$ cat config.mk
export PLATFORM = sky130hd
export DESIGN_NAME = alu_issue_arbiter
export DESIGN_NICKNAME = d
export VERILOG_FILES = /design/src/rtl/alu_ctrl_pkg.sv /design/src/rtl/rr_arb2.sv /design/src/rtl/alu_issue_arbiter.sv
export SDC_FILE = /design/constraint.sdc
export NUM_CORES = 1
export LEC_CHECK = 0
export CAP_MARGIN = 20
export CORE_AREA = 2 2 166 168
export CTS_BUF_LIST = sky130_fd_sc_hd__clkbuf_8 sky130_fd_sc_hd__clkbuf_16
export CTS_CLUSTER_DIAMETER = 60
export DETAILED_ROUTE_END_ITERATION = 10
export DIE_AREA = 0 0 168 170
export GPL_TIMING_DRIVEN = 0
export PLACE_DENSITY = 0.75
export RECOVER_POWER = 25
export SETUP_SLACK_MARGIN = 0.15
export SYNTH_ARGS = -nofsm -noshare
export SYNTH_HDL_FRONTEND = slang
export SYNTH_SLANG_ARGS = --single-unit
$ cat constraint.sdc
create_clock -name clkout -period 11.01 [get_ports clkout]
set_clock_uncertainty 0.05 [all_clocks]
set_input_delay 1.6515 -clock clkout [delete_from_list [all_inputs] [get_ports clkout]]
set_output_delay 1.6515 -clock clkout [all_outputs]
set_load 0.01 [all_outputs]
$ cat src/rtl/alu_ctrl_pkg.sv
// alu_ctrl_pkg: shared state, opcode and flag definitions for the ALU issue arbiter
package alu_ctrl_pkg;
  typedef enum logic [1:0] {IDLE, EXEC, CAPT, RESP} state_t;
  localparam logic [5:0] OP_NOP = 6'b000_000;
  localparam logic [5:0] OP_ADD = 6'b001_001;
  localparam logic [5:0] OP_MUL = 6'b001_111;
  localparam logic [5:0] OP_CLR = 6'b011_111;
  localparam int FLAG_S = 4;
  localparam int FLAG_Z = 3;
  localparam int FLAG_N = 2;
  localparam int FLAG_V = 1;
  localparam int FLAG_C = 0;
  function automatic logic op_legal(input logic [5:0] op);
    return (op[5:3] == 3'd1 && op[2:0] != 3'd0) ||
           (op[5:3] == 3'd2 && op[2:0] != 3'd0 && op[2:0] != 3'd7) ||
           (op[5:3] == 3'd3);
  endfunction
endpackage

$ cat src/rtl/rr_arb2.sv
// rr_arb2: two-way round-robin pick; prio breaks ties, a lone requester always wins
module rr_arb2 (
  input  logic [1:0] valid,
  input  logic       prio,
  output logic       any,
  output logic       id
);
  assign any = |valid;
  assign id  = &valid ? prio : valid[1];
endmodule

$ cat src/rtl/alu_issue_arbiter.sv
// alu_issue_arbiter: shares one registered ALU between two requesters, one op in flight
module alu_issue_arbiter
  import alu_ctrl_pkg::*;
#(
  parameter int DATA_SIZE = 32,
  parameter int OP_W      = 6
) (
  input  logic                   clkout,
  input  logic                   rst,
  input  logic                   req0_valid,
  output logic                   req0_ready,
  input  logic [DATA_SIZE-1:0]   req0_a,
  input  logic [DATA_SIZE-1:0]   req0_b,
  input  logic [OP_W-1:0]        req0_op,
  input  logic                   req1_valid,
  output logic                   req1_ready,
  input  logic [DATA_SIZE-1:0]   req1_a,
  input  logic [DATA_SIZE-1:0]   req1_b,
  input  logic [OP_W-1:0]        req1_op,
  output logic                   rsp0_valid,
  input  logic                   rsp0_ready,
  output logic [2*DATA_SIZE-1:0] rsp0_result,
  output logic [4:0]             rsp0_flags,
  output logic                   rsp0_err,
  output logic                   rsp1_valid,
  input  logic                   rsp1_ready,
  output logic [2*DATA_SIZE-1:0] rsp1_result,
  output logic [4:0]             rsp1_flags,
  output logic                   rsp1_err,
  output logic [DATA_SIZE-1:0]   alu_a,
  output logic [DATA_SIZE-1:0]   alu_b,
  output logic [OP_W-1:0]        alu_op,
  input  logic [2*DATA_SIZE-1:0] alu_result,
  input  logic [4:0]             alu_flags,
  output logic                   busy,
  output logic                   grant_id
);
  state_t state_q, state_d;
  logic prio_q, prio_d, grant_q, grant_d;
  logic [DATA_SIZE-1:0] alu_a_q, alu_a_d, alu_b_q, alu_b_d;
  logic [OP_W-1:0] alu_op_q, alu_op_d;
  logic [2*DATA_SIZE-1:0] res_q [2];
  logic [2*DATA_SIZE-1:0] res_d [2];
  logic [4:0] flg_q [2];
  logic [4:0] flg_d [2];
  logic [1:0] err_q, err_d;
  logic any_v, win, accept, rsp_take;
  logic [DATA_SIZE-1:0] win_a, win_b;
  logic [OP_W-1:0] win_op;

  rr_arb2 u_arb (
    .valid ({req1_valid, req0_valid}),
    .prio  (prio_q),
    .any   (any_v),
    .id    (win)
  );

  assign win_a    = win ? req1_a : req0_a;
  assign win_b    = win ? req1_b : req0_b;
  assign win_op   = win ? req1_op : req0_op;
  assign accept   = state_q == IDLE && any_v;
  assign rsp_take = grant_q ? rsp1_ready : rsp0_ready;

  always_comb begin
    state_d  = state_q;
    prio_d   = prio_q;
    grant_d  = grant_q;
    alu_a_d  = alu_a_q;
    alu_b_d  = alu_b_q;
    alu_op_d = alu_op_q;
    res_d    = res_q;
    flg_d    = flg_q;
    err_d    = err_q;
    case (state_q)
      IDLE: if (any_v) begin
        grant_d = win;
        if (op_legal(win_op)) begin
          alu_a_d  = win_a;
          alu_b_d  = win_b;
          alu_op_d = win_op;
          state_d  = EXEC;
        end else begin
          // rejected ops never touch the ALU; the error response is ready immediately
          res_d[win] = '0;
          flg_d[win] = '0;
          err_d[win] = 1'b1;
          state_d    = RESP;
        end
      end
      EXEC: state_d = CAPT;
      CAPT: begin
        res_d[grant_q] = alu_result;
        flg_d[grant_q] = alu_flags;
        err_d[grant_q] = 1'b0;
        state_d        = RESP;
      end
      RESP: if (rsp_take) begin
        prio_d  = ~grant_q;
        state_d = IDLE;
      end
      default: state_d = IDLE;
    endcase
  end

  always_ff @(posedge clkout or posedge rst) begin
    if (rst) begin
      state_q  <= IDLE;
      prio_q   <= 1'b0;
      grant_q  <= 1'b0;
      alu_a_q  <= '0;
      alu_b_q  <= '0;
      alu_op_q <= '0;
      res_q    <= '{default: '0};
      flg_q    <= '{default: '0};
      err_q    <= '0;
    end else begin
      state_q  <= state_d;
      prio_q   <= prio_d;
      grant_q  <= grant_d;
      alu_a_q  <= alu_a_d;
      alu_b_q  <= alu_b_d;
      alu_op_q <= alu_op_d;
      res_q    <= res_d;
      flg_q    <= flg_d;
      err_q    <= err_d;
    end
  end

  assign req0_ready  = accept && !win;
  assign req1_ready  = accept && win;
  assign rsp0_valid  = state_q == RESP && !grant_q;
  assign rsp1_valid  = state_q == RESP && grant_q;
  assign rsp0_result = res_q[0];
  assign rsp1_result = res_q[1];
  assign rsp0_flags  = flg_q[0];
  assign rsp1_flags  = flg_q[1];
  assign rsp0_err    = err_q[0];
  assign rsp1_err    = err_q[1];
  assign alu_a       = alu_a_q;
  assign alu_b       = alu_b_q;
  assign alu_op      = alu_op_q;
  assign busy        = state_q != IDLE;
  assign grant_id    = grant_q;
endmodule

==> metrics <==
sequential share of power=roughly a third; setup TNS=0 ns; area of the mapped netlist=between 0.009 and 0.01 mm^2; Initial Utilization=a little over a third; top_reg_cell synth=dfrtp_1; Rel. slew slack=-176%; crit end category=primary output; Critical Path Start=req1_valid; grt ovf=0; hold_sp=alu_a[29]; first-pass GRT wire length=52800 um; Area Overhead vs Synth=59.0%; fin crit period=~5.3 ns; top cells by count, synth=dfrtp_1 (214), nand2_1 (210), inv_1 (143); Syn Area/Cell=just under 10 um^2; remaining antenna violation count=0; Leakage=approximately 0.0067 uW; chip width=between 150 and 200 um; hpwl dp=about 26000 um; ys async rst share=between 90% and 100%; R2R Path Start=prio_q; final setup fails=0; number of remaining DRC errors=0; f_max=188 MHz; post-synth top area share=56.8%; RSZ-0062 raised after global routing=false; CP required=approximately 9.3 ns; wire length per cell=just under 20 um; vias in the first global route=between 9k and 10k; Syn Inst Count=960; NetSw=~1600 uW; sequential cell area=0.00536 mm^2; GPL Wtd Cong=~0.85; worst-skew pair later-pin latency=around 0.51 ns; status=finished with violations; Ys Warns=0; Yosys top cell by area=dfrtp_1; H-tree levels=1; final hold viol count=0; GRT Overall Usage=around a quarter; Rows=60; initial antenna violation count=6; top-count cell post-synth=dfrtp_1; Multi-input gate area=between 0.003 and 0.004 mm^2; slew of the pin with the lowest slew margin=4.12 ns; Num Clock Sinks=around 210; violated checks=capacitance limit, slew limit; cell-internal power=around 2700 uW; worst IR drop on VDD=0.141 mV; Max-cap violations=1; Reg clk slew, reported paths=approximately 0.05 ns; Fillers=2295; CP Class=input port to primary output; routed wire length=between 30000 and 40000 um; startpoint types=input port; Yosys cell types=30; Die ar.=approximately 0.029 mm^2; Post-synth EDFFs=0; Synthesized Nets=1178; CP Max Fanout=8; setup bufs post-CTS=0; fin util=between 50% and 60%; pin count of the biggest net entering global routing=~130; first-pass iteration count of the detailed router=4; Net Sw Frac=between 30% and 40%; PostCTS Resize Cnt=0; Slew Limit Fails=89; Hold Crit Class=register to register; Yosys reg bits=around 210; IO Count=431; CTS buffer count=25; clk root buf=clkbuf_16; vias post-DR=just under 9k; Iter 0 DRT Violations=around 590; Synth area leaders=dfrtp_1 (57%), o31ai_1 (10%), nand2_1 (8.4%); PD cells=281 mW/mm^2; Post-CTS Hold Buffers=0; share of cells above drive strength 1=under 10%; WP data arrival=3.61 ns; Comb power frac=48.6%; DR vias/cell=4.91; Die Y=170 um; clock share of power=18.9%; Final nets=~1.6k; # port buffers=430; core area=approximately 0.027 mm^2; crit share post-route=48.2%; Seq/Total Area, Yosys=approximately 57%; CTS tree=yes; clock buffer depth=3
[cells in the final DEF, fill, tap and decap left out, types with 2 or more instances in the layout]
cell | synthesis | final
nand3_1 | 3 | 3
buf_1 | 3 | 3
ha_1 | 3 | 3
mux2i_1 | 71 | 71
nand2_1 | 210 | 210
clkinv_2 | 0 | 2
o31ai_2 | 10 | 10
diode_2 | 0 | 6
nor2_1 | 5 | 5
a2111oi_0 | 2 | 2
dlygate4sd3_1 | 0 | 3
buf_6 | 2 | 2
clkbuf_16 | 0 | 25
a21oi_1 | 7 | 7
o31ai_1 | 130 | 130
and3_1 | 2 | 2
clkdlybuf4s50_1 | 0 | 427
clkbuf_8 | 0 | 6
inv_1 | 143 | 148
o21ai_0 | 63 | 63
nor4_2 | 2 | 2
or3_1 | 2 | 2
buf_2 | 26 | 25
o21ai_1 | 11 | 11
clkbuf_1 | 40 | 41
and2_1 | 2 | 2
dfrtp_1 | 214 | 214
[stage by stage]
step	hold WS (ns)	instances	power [uW]	area [um^2]	worst slack, ns
2_1_floorplan	0.458	960	2300	9430	3.46
3_3_place_gp	0.412	1731	3380	14200	0.413
5_1_grt	0.456	1780	4490	15000	5.60
4_1_cts	0.433	1774	4250	15000	5.90
3_5_place_dp	0.420	1732	3430	14200	5.90
6_report	0.428	1780	4220	15000	5.70
[logic make-up after synthesis]
kind of cell	synth area share, %
compound gates	16.7
fa+ha+maj	0.398
buf+inv	9.07
flops	56.8
mux	7.54
simple gates	9.45
[metal layers]
layer	part of all wire, %	GRT usage, %
met4	3.2	9.91
met3	8.8	7.51
met5	0	0
met2	51	42.4
met1	37	26.5
[final timing paths]
check	endpoint	slack [ns]	cells past startpoint
max	req1_ready	5.70	5
min	alu_a[29]	0.43	2
max reg2reg	rsp0_result[32]	7.93	7
min reg2reg	alu_a[29]	0.43	2
max in group asynchronous	alu_b[0]	6.25	2
min in group asynchronous	alu_a[3]	2.76	2
[state kept, by name (all words and copies together) (netlist names)]
signal / flops
rsp0_result: 64
rsp1_result: 64
alu_a: 32
alu_b: 32
alu_op: 6
rsp0_flags: 5
rsp1_flags: 5
err_q: 2
state_q: 2
grant_id: 1
prio_q: 1
[power by group through the flow]
| stage | registers, uW | logic, uW | clock network (uW) |
|---|---|---|---|
| final | 1370 | 2050 | 796 |
| after global routing | 1410 | 2230 | 850 |
| after CTS | 1370 | 2070 | 813 |
| after detailed placement | 1370 | 2060 | 0 |
| after global placement | 1370 | 2020 | 0 |
| after floorplan | 1520 | 778 | 0 |
[cell type report]
cell class | instances | area share [%]
Antenna cell | 6 | 0.100
Buffer | 71 | 2.09
Clock buffer | 31 | 4.73
Clock inverter | 11 | 0.526
Inverter | 144 | 3.61
Multi-Input combinational cell | 531 | 21.5
Sequential cell | 214 | 35.7
Tap cell | 341 | 2.85
Timing Repair Buffer | 431 | 28.9
[critical path: stages]
cell and delay (ns):
dlygate4sd3_1 0.66, o21ai_1 0.10, clkbuf_1 0.27, nor2_1 0.29
clkdlybuf4s50_1 0.64
Note: power is estimated with default switching activity, not from simulation.
